[src/rtl/dac_serial_bridge.sv]
// DUC-to-DAC serial bridge: rounds I/Q samples to offset-binary DAC codes,
// queues them, and shifts each pair out MSB first on D1/D2 framed by nSYNC.
module dac_serial_bridge #(
   parameter int CLK_DIV    = 2,
   parameter int FIFO_DEPTH = 8,
   parameter int IN_W       = 16,
   parameter int DAC_W      = 12
) (
   input  logic                        clk_in,
   input  logic                        rst,
   input  logic                        in_valid,
   input  logic [IN_W-1:0]             in_re,
   input  logic [IN_W-1:0]             in_im,
   output logic                        D1,
   output logic                        D2,
   output logic                        CLK_OUT,
   output logic                        nSYNC,
   output logic                        frame_done,
   output logic                        busy,
   output logic                        overflow,
   output logic [$clog2(FIFO_DEPTH):0] fifo_level
);

   localparam int AW = $clog2(FIFO_DEPTH);
   localparam int LW = AW + 1;
   localparam int FW = 16;
   localparam int BW = $clog2(FW);
   localparam int DW = (CLK_DIV > 1) ? $clog2(CLK_DIV) : 1;
   localparam int PW = FW - DAC_W;

   typedef enum logic [1:0] {
      IDLE,
      SHIFT,
      GAP
   } state_t;

   // s holds the DAC_W code bits plus the first discarded bit (round bit)
   function automatic logic [DAC_W-1:0] to_code(input logic [DAC_W:0] s);
      logic [DAC_W-1:0] top;
      logic [DAC_W-1:0] c;
      top = s[DAC_W:1];
      if (top == {1'b0, {(DAC_W-1){1'b1}}} && s[0])
         c = top;
      else
         c = top + DAC_W'(s[0]);
      return {~c[DAC_W-1], c[DAC_W-2:0]};
   endfunction

   logic [DAC_W-1:0]   code_re;
   logic [DAC_W-1:0]   code_im;
   logic               unused_lsb;

   assign code_re    = to_code(in_re[IN_W-1 -: DAC_W+1]);
   assign code_im    = to_code(in_im[IN_W-1 -: DAC_W+1]);
   assign unused_lsb = ^{in_re[IN_W-DAC_W-2:0], in_im[IN_W-DAC_W-2:0]};

   logic [2*DAC_W-1:0] mem_q [FIFO_DEPTH];
   logic [AW-1:0]      wr_ptr_q, wr_ptr_d;
   logic [AW-1:0]      rd_ptr_q, rd_ptr_d;
   logic [LW-1:0]      level_q, level_d;
   logic               overflow_q, overflow_d;
   logic [2*DAC_W-1:0] rd_data;
   logic               full;
   logic               push;
   logic               pop;

   state_t             state_q, state_d;
   logic [DW-1:0]      div_cnt_q, div_cnt_d;
   logic [BW-1:0]      bit_cnt_q, bit_cnt_d;
   logic               clk_out_q, clk_out_d;
   logic               nsync_q, nsync_d;
   logic               frame_done_q, frame_done_d;
   logic               gap_half_q, gap_half_d;
   logic [FW-1:0]      sr1_q, sr1_d;
   logic [FW-1:0]      sr2_q, sr2_d;
   logic               tick;

   assign rd_data = mem_q[rd_ptr_q];
   assign full    = (level_q == LW'(FIFO_DEPTH));
   assign push    = in_valid && (!full || pop);
   assign tick    = (div_cnt_q == DW'(CLK_DIV - 1));

   always_comb begin
      wr_ptr_d   = wr_ptr_q;
      rd_ptr_d   = rd_ptr_q;
      overflow_d = overflow_q;
      if (push)
         wr_ptr_d = wr_ptr_q + AW'(1);
      if (pop)
         rd_ptr_d = rd_ptr_q + AW'(1);
      if (in_valid && !push)
         overflow_d = 1'b1;
      level_d = level_q + LW'(push) - LW'(pop);
   end

   always_comb begin
      state_d      = state_q;
      div_cnt_d    = div_cnt_q;
      bit_cnt_d    = bit_cnt_q;
      clk_out_d    = clk_out_q;
      nsync_d      = nsync_q;
      sr1_d        = sr1_q;
      sr2_d        = sr2_q;
      gap_half_d   = gap_half_q;
      frame_done_d = 1'b0;
      pop          = 1'b0;
      unique case (state_q)
         IDLE: begin
            clk_out_d = 1'b1;
            nsync_d   = 1'b1;
            if (level_q != '0) begin
               pop       = 1'b1;
               sr1_d     = {{PW{1'b0}}, rd_data[2*DAC_W-1:DAC_W]};
               sr2_d     = {{PW{1'b0}}, rd_data[DAC_W-1:0]};
               nsync_d   = 1'b0;
               bit_cnt_d = '0;
               div_cnt_d = '0;
               state_d   = SHIFT;
            end
         end
         SHIFT: begin
            div_cnt_d = tick ? '0 : div_cnt_q + DW'(1);
            if (tick) begin
               if (clk_out_q) begin
                  clk_out_d = 1'b0;
               end else begin
                  clk_out_d = 1'b1;
                  if (bit_cnt_q == BW'(FW - 1)) begin
                     nsync_d      = 1'b1;
                     sr1_d        = '0;
                     sr2_d        = '0;
                     frame_done_d = 1'b1;
                     div_cnt_d    = '0;
                     gap_half_d   = 1'b0;
                     state_d      = GAP;
                  end else begin
                     // data moves only on the rising edge
                     bit_cnt_d = bit_cnt_q + BW'(1);
                     sr1_d     = sr1_q << 1;
                     sr2_d     = sr2_q << 1;
                  end
               end
            end
         end
         GAP: begin
            div_cnt_d = tick ? '0 : div_cnt_q + DW'(1);
            if (tick) begin
               if (gap_half_q)
                  state_d = IDLE;
               else
                  gap_half_d = 1'b1;
            end
         end
         default: state_d = IDLE;
      endcase
   end

   always_ff @(posedge clk_in) begin
      if (push)
         mem_q[wr_ptr_q] <= {code_re, code_im};
   end

   always_ff @(posedge clk_in) begin
      if (rst) begin
         wr_ptr_q     <= '0;
         rd_ptr_q     <= '0;
         level_q      <= '0;
         overflow_q   <= 1'b0;
         state_q      <= IDLE;
         div_cnt_q    <= '0;
         bit_cnt_q    <= '0;
         clk_out_q    <= 1'b1;
         nsync_q      <= 1'b1;
         frame_done_q <= 1'b0;
         gap_half_q   <= 1'b0;
         sr1_q        <= '0;
         sr2_q        <= '0;
      end else begin
         wr_ptr_q     <= wr_ptr_d;
         rd_ptr_q     <= rd_ptr_d;
         level_q      <= level_d;
         overflow_q   <= overflow_d;
         state_q      <= state_d;
         div_cnt_q    <= div_cnt_d;
         bit_cnt_q    <= bit_cnt_d;
         clk_out_q    <= clk_out_d;
         nsync_q      <= nsync_d;
         frame_done_q <= frame_done_d;
         gap_half_q   <= gap_half_d;
         sr1_q        <= sr1_d;
         sr2_q        <= sr2_d;
      end
   end

   assign D1         = sr1_q[FW-1];
   assign D2         = sr2_q[FW-1];
   assign CLK_OUT    = clk_out_q;
   assign nSYNC      = nsync_q;
   assign frame_done = frame_done_q;
   assign busy       = (state_q != IDLE);
   assign overflow   = overflow_q;
   assign fifo_level = level_q;

endmodule

[config.mk]
export PLATFORM = sky130hd
export DESIGN_NAME = dac_serial_bridge
export DESIGN_NICKNAME = d
export VERILOG_FILES = /design/src/rtl/dac_serial_bridge.sv
export SDC_FILE = /design/constraint.sdc
export NUM_CORES = 1
export LEC_CHECK = 0
export ABC_AREA = 1
export CORE_ASPECT_RATIO = 1.1
export CORE_MARGIN = 2
export CORE_UTILIZATION = 45
export CTS_BUF_LIST = sky130_fd_sc_hd__clkbuf_8
export CTS_CLUSTER_DIAMETER = 150
export DETAILED_ROUTE_END_ITERATION = 10
export GPL_TIMING_DRIVEN = 0
export PLACE_DENSITY = 0.68
export SLEW_MARGIN = 20
export SYNTH_ARGS = -nofsm -noshare
export SYNTH_HDL_FRONTEND = slang
export SYNTH_SLANG_ARGS = --single-unit
[constraint.sdc]
create_clock -name clk_in -period 2.8 [get_ports clk_in]
set_clock_uncertainty 0.05 [all_clocks]
set_input_delay 0.42 -clock clk_in [delete_from_list [all_inputs] [get_ports clk_in]]
set_output_delay 0.42 -clock clk_in [all_outputs]
set_load 0.02 [all_outputs]
==> out/summary.txt <==
========================================================================================
Cell-by-cell listing of the critical path                                   inv_1, ha_1, nand2_1, nand3_2, nand3_1, nor2_4, buf_16
DRC marker count from the first detailed-route iteration                             780
Core Footprint                                                                25000 um^2
Distinct cell type count after synthesis                                              31
Site Rows                                                                             61
Critical R2R Launch                                                         state_q[0]$_SDFFE_PP0P_
Clk sinks                                                                            249
Switch share                                                                       37.0%
Fill cell total of the finished layout                                              2231
Number of detailed-routing iterations run before antenna repair                        5
Detailed-route via count                                                            8636
TritonCTS Buffers                                                                     42
Final setup fails                                                                      0
Post-cts hold buffer count                                                             0
Post-detail-place hpwl                                                          18900 um
Shortest period the worst path allows                                            2.65 ns
Leading area contributor after synthesis                                        edfxtp_1
Portion of the clock cycle consumed by the worst path in the final layout          94.7%
Top-area cell type share of the netlist area                                       50.7%
Power density relative to cell area                                          847 nW/um^2
Critical path's slowest cell                                                      nor2_4
Worst Setup Path Type                                                       flip-flop to flip-flop
Total of buffers placed on input and output ports                                     38
Residual antenna-violating net count after detailed routing                            0
Count of nets after finishing                                                       1384
Number of non-filler instances in the completed layout                              1675
Vert. Die Dim                                                                     171 um
Syn nets                                                                            1294
Startpoint type of the worst setup path                                        flip-flop
Total standard cell area after synthesis                                      11400 um^2
Maximum number of pins on one net before global-route repair                          21
Total power consumption of the routed design                                     11.1 mW
Routed length per instance                                                       16.5 um
Proportion of synthesized chip area in sequential cells                            60.8%
Final global-route overflow total                                                      0
Vias per std cell                                                                   5.16
Sequential Power Share                                                             40.9%
Number of cells after detailed placement                                            1603
Comb power frac                                                                    34.0%
Hold_sp                                                                              rst
Hold Vio Cnt, Final                                                                    0
Clock Path Buffers                                                                     3
Io pins                                                                               46
Count of inserted antenna diode cells                                                  0
Share of synthesized flip-flops with an asynchronous set or reset                     0%
Global-route usage over all layers                                                 21.1%
Remaining routing DRC violations                                                       0
Number of H-tree levels                                                                2
Data arrival time of the critical path                                           2.84 ns
Clock tree root driver cell                                                     clkbuf_8
Leakage power                                                                    5.65 nW
Setup Fix Bufs, Post-CTS                                                               0
RSZ-0062 raised after global routing                                               false
Max Fclk                                                                         377 MHz
Transition time of the tightest slew-check pin                                  0.805 ns
Post-Synthesis Mean Instance Area                                              9.15 um^2
Synthesized instance count                                                          1242
Net switching component of the power                                             4.11 mW
Layout cells sized above 1                                                         8.38%
EDFF count, synth                                                                    192
Insertion delay of the later-clocked pin in the worst-skew pair                  0.55 ns
Worst path max stage delay                                                       0.63 ns
Register bit total from synthesis                                                    249
Area added between synthesis and finish                                            15.5%
Clock tree from TritonCTS                                                          built
Maximum fanout along the worst path                                                   13
Max capacitance violation total                                                        0
Initial antenna violation count                                                        0
Clk slew on worst S/H paths                                                      0.06 ns
Internal power contribution                                                      7.00 mW
Relative contribution of the clock network to total power                          25.1%
Setup TNS Final                                                                     0 ns
Final max-slew violation count                                                         0
Critical path data required time                                                 2.99 ns
Main synth FF type                                                              edfxtp_1
Slew Limit Headroom                                                                46.3%
Run status                                                                  finished clean
Hold Crit Class                                                             input port to flip-flop
Routed WL                                                                       27700 um
Initial cell density of the core                                                   45.4%
Total of cells resized after clock tree synthesis                                      0
Wire length of the first global-routing pass                                    43000 um
Type of destination of the critical path                                       flip-flop
Top cells by area, synth                                                    edfxtp_1 51%, nand2_1 11%, dfxtp_1 10%
VDD IR max                                                                      0.343 mV
DIE AREA                                                                      26500 um^2
Routability cong.                                                                  0.848
Via count of the first global-routing pass                                          8136
Die extent in x                                                                   155 um
Crit path launch                                                            state_q[0]$_SDFFE_PP0P_
Count of yosys warnings during synthesis                                               0
========================================================================================
[layout make-up]
class,instances,area (um^2),share of cell area (%)
inverters,202,758,5.78
flip-flops and latches,249,6910,52.6
clock buffers,43,592,4.51
plain buffers,54,285,2.17
well taps,315,394,3.00
repair buffers,46,593,4.52
clock inverters,29,119,0.906
multi-input cells,737,3470,26.5
[critical path, delay by kind of cell, from the launching register on]
family	cells	cell delay (ns)
buf+inv	2	0.31
flops	1	0.34
simple gates	4	1.35
fa+ha+maj	1	0.30
[path summary, 6_finish.rpt]
check / end / slack [ns] / cells past startpoint
max reg2reg: mem_q[1][8]$_DFFE_PP_ / 0.15 / 7
min: sr2_q[12]$_SDFFE_PP0P_ / 0.15 / 2
min reg2reg: sr2_q[12]$_SDFFE_PP0P_ / 0.41 / 2
max: mem_q[1][8]$_DFFE_PP_ / 0.15 / 7
[Yosys cell counts (2+ instances only)]
master      n
nand2_1   339
nand4_1     9
nand2_2     3
buf_2      21
inv_2       4
inv_1     197
nor2_1     45
clkbuf_1   20
xnor2_1     2
dfxtp_1    57
nand3_1   198
buf_1       4
a21oi_1    61
nor3_1     13
buf_6       6
or2_2       7
buf_4       3
o21ai_0    33
nand3_2     2
ha_1       16
edfxtp_1  192
[flip-flops by register name, summed over array words and instances, names as in the netlist, named ones only]
register	cells
state_q	2
div_cnt_q	1
bit_cnt_q	4
CLK_OUT	1
sr1_q	16
nSYNC	1
overflow	1
frame_done	1
gap_half_q	1
fifo_level	4
sr2_q	16
mem_q	192
rd_ptr_q	3
wr_ptr_q	3
[layout by cell type, fill, tap and decap left out, types with 2 or more instances in the layout]
cell type,instances
nand2_1,339
inv_1,217
nand3_1,198
edfxtp_1,192
a21oi_1,61
dfxtp_1,57
clkbuf_8,43
clkdlybuf4s50_1,38
nor2_1,37
o21ai_0,33
buf_2,21
clkbuf_1,20
ha_1,16
nor3_1,13
nor2_4,9
nand4_1,9
or2_2,7
buf_16,7
buf_6,6
clkinv_2,5
inv_2,4
buf_1,4
clkinv_1,4
buf_4,3
nand2_2,3
nand3_2,2
xnor2_1,2
[power groups by stage]
stage | registers (mW) | clock network (mW) | logic [mW]
floorplan | 4.62 | 0 | 2.48
global placement | 4.62 | 0 | 3.62
detailed placement | 4.62 | 0 | 3.75
CTS | 4.54 | 2.85 | 3.76
global route | 4.58 | 3.01 | 4.17
finish | 4.55 | 2.79 | 3.78
[logic make-up (layout without fill, tap and decap cells)]
group / Yosys count / in the layout / synth area share (%)
AND/OR/NAND/NOR: 619 / 619 / 23.4
buffers and inverters: 256 / 374 / 9.18
flip-flops: 249 / 249 / 60.8
AO/OA/AOI/OAI: 98 / 98 / 4.43
adder cells (fa/ha/maj): 17 / 17 / 1.94
XOR/XNOR: 3 / 3 / 0.231
[metrics by stage]
| step | utilization [%] | instance area (um^2) | hold WS (ns) | setup WS [ns] |
|---|---|---|---|---|
| 3_5_place_dp | 49.6 | 12400 | 0.402 | 0.120 |
| 2_1_floorplan | - | 11400 | 0.383 | -0.0740 |
| 3_3_place_gp | 48.5 | 12100 | 0.392 | -1.12 |
| 5_1_grt | 52.4 | 13100 | 0.145 | 0.0114 |
| 4_1_cts | 52.4 | 13100 | 0.123 | 0.144 |
| 6_report | 52.4 | 13100 | 0.147 | 0.150 |
[routing by layer]
metal / up-vias / track usage [%] / wire length [um]
met1: 4055 / 26.5 / 11600
met4: 0 / 9.09 / 958
met5: - / 0 / 0
met3: 76 / 3.24 / 1560
li1: 4233 / - / -
met2: 272 / 36.3 / 13600
No activity file was read; power rests on OpenSTA's default activity.
==> RTL edit (same settings) <==
Make the reset (`rst`) asynchronous in one clocked block.
--- a/src/rtl/dac_serial_bridge.sv
+++ b/src/rtl/dac_serial_bridge.sv
@@ -161,5 +161,5 @@
    end
 
-   always_ff @(posedge clk_in) begin
+   always_ff @(posedge clk_in or posedge rst) begin
       if (rst) begin
          wr_ptr_q     <= '0;
Behaviour: differs if rst is asserted again (counterexample within 4 cycles, from zero or initial values and one cycle with rst high); with rst held inactive, the same outputs for 10 cycles.
==> RTL edit against the unedited design <==
Worst setup slack gained 42 ps; synthesized area down 4.2%; design area down 2.3%; via count down 8.3%; synthesized cell count down 14%; routed wire length is 3.0% lower; sequential cell count is 3 lower; worst hold slack better by 160 ps.
Power is not compared: it rests on default switching activity, and its combinational part moved more than twofold at a synthesized area within 25%.
==> RTL edit: results (changes against the unedited design) <==
vias: 7916  # -8.3%
path_max_fanout: 19  # +6
layout-drive-gt1-share: 0.114  # +0.0302
status: "finished clean"
pre_cts_ws_ps: 31.0  # -89.4 ps
synthDistinctLibCells: 39  # +26%
use_met2: 0.339  # -0.0240
grt_use_met3: 0.0323  # -0.0000716
ff2ff_path_depth: 8  # +1
crit_slowest_cell: "dfrtp_1"
io_buffer_count: 39  # +2.6%
grt_pass1_vias: 7431  # -8.7%
grt_max_degree: 55  # +160%
hp-class: "in -> async"
worst-slew-pin-transition_ps: 751  # -53.9 ps
vias_per_cell: 5.28  # +2.5%
max_freq_mhz: 383  # +1.6%
met3_wirelength_um: 2000  # +28%
fill_cells: 2040  # -8.6%
synth-xor-area-share: 0.00402  # +0.00171
grtUsageMet1: 0.278  # +0.0132
met1_length_um: 11300  # -2.1%
hpwl_um: 17700  # -6.4%
syn-mean-instance-area_um2: 10.2  # +12%
async_flop_share: 0.220  # +0.220
## RTL edit: cell count changes in the layout (fill, tap and decap cells not counted), sizes merged, moves of 45 or more
cell   delta
inv     -120
nor2    +118
nand2    -99
nand3    -67
dfxtp    -57
a21oi    -55
dfrtp    +52
o21ai    +45
## RTL edit: worst min path at each step
stage | slack [ps] | from | cells past startpoint | to
CTS | 310 | rst | 2 | sr1_q[11]$_DFFE_PP0P_
detailed placement | 420 | overflow$_DFFE_PP0P_ | 1 | overflow$_DFFE_PP0P_
global route | 360 | rst | 2 | sr1_q[11]$_DFFE_PP0P_
finish | 300 | rst | 2 | sr1_q[11]$_DFFE_PP0P_
global placement | 410 | overflow$_DFFE_PP0P_ | 1 | overflow$_DFFE_PP0P_
floorplan | 400 | sr1_q[0]$_DFFE_PP0P_ | 2 | sr1_q[0]$_DFFE_PP0P_
## RTL edit: cell families after synthesis
| kind of cell | count (synthesis) |
|---|---|
| AND/OR/NAND/NOR | 565 |
| flip-flops | 246 |
| buffers and inverters | 129 |
| AO/OA/AOI/OAI | 101 |
| adder cells (fa/ha/maj) | 17 |
| XOR/XNOR | 5 |
## RTL edit: layout make-up
cell class	count	area [µm²]	area share
plain buffers	46	241	0.0188
inverters	83	322	0.0251
multi-input cells	688	3260	0.254
clock inverters	31	155	0.0121
well taps	305	382	0.0298
repair buffers	56	746	0.0582
clock buffers	43	592	0.0462
flip-flops and latches	246	7120	0.555
## RTL edit: power groups by stage
| stage | clock, µW | sequential [µW] | combinational (µW) |
|---|---|---|---|
| floorplan | 0 | 4670 | 562 |
| global placement | 0 | 4660 | 948 |
| detailed placement | 0 | 4650 | 1180 |
| CTS | 2930 | 4580 | 1190 |
| global route | 3100 | 4620 | 1370 |
| finish | 2890 | 4580 | 1280 |
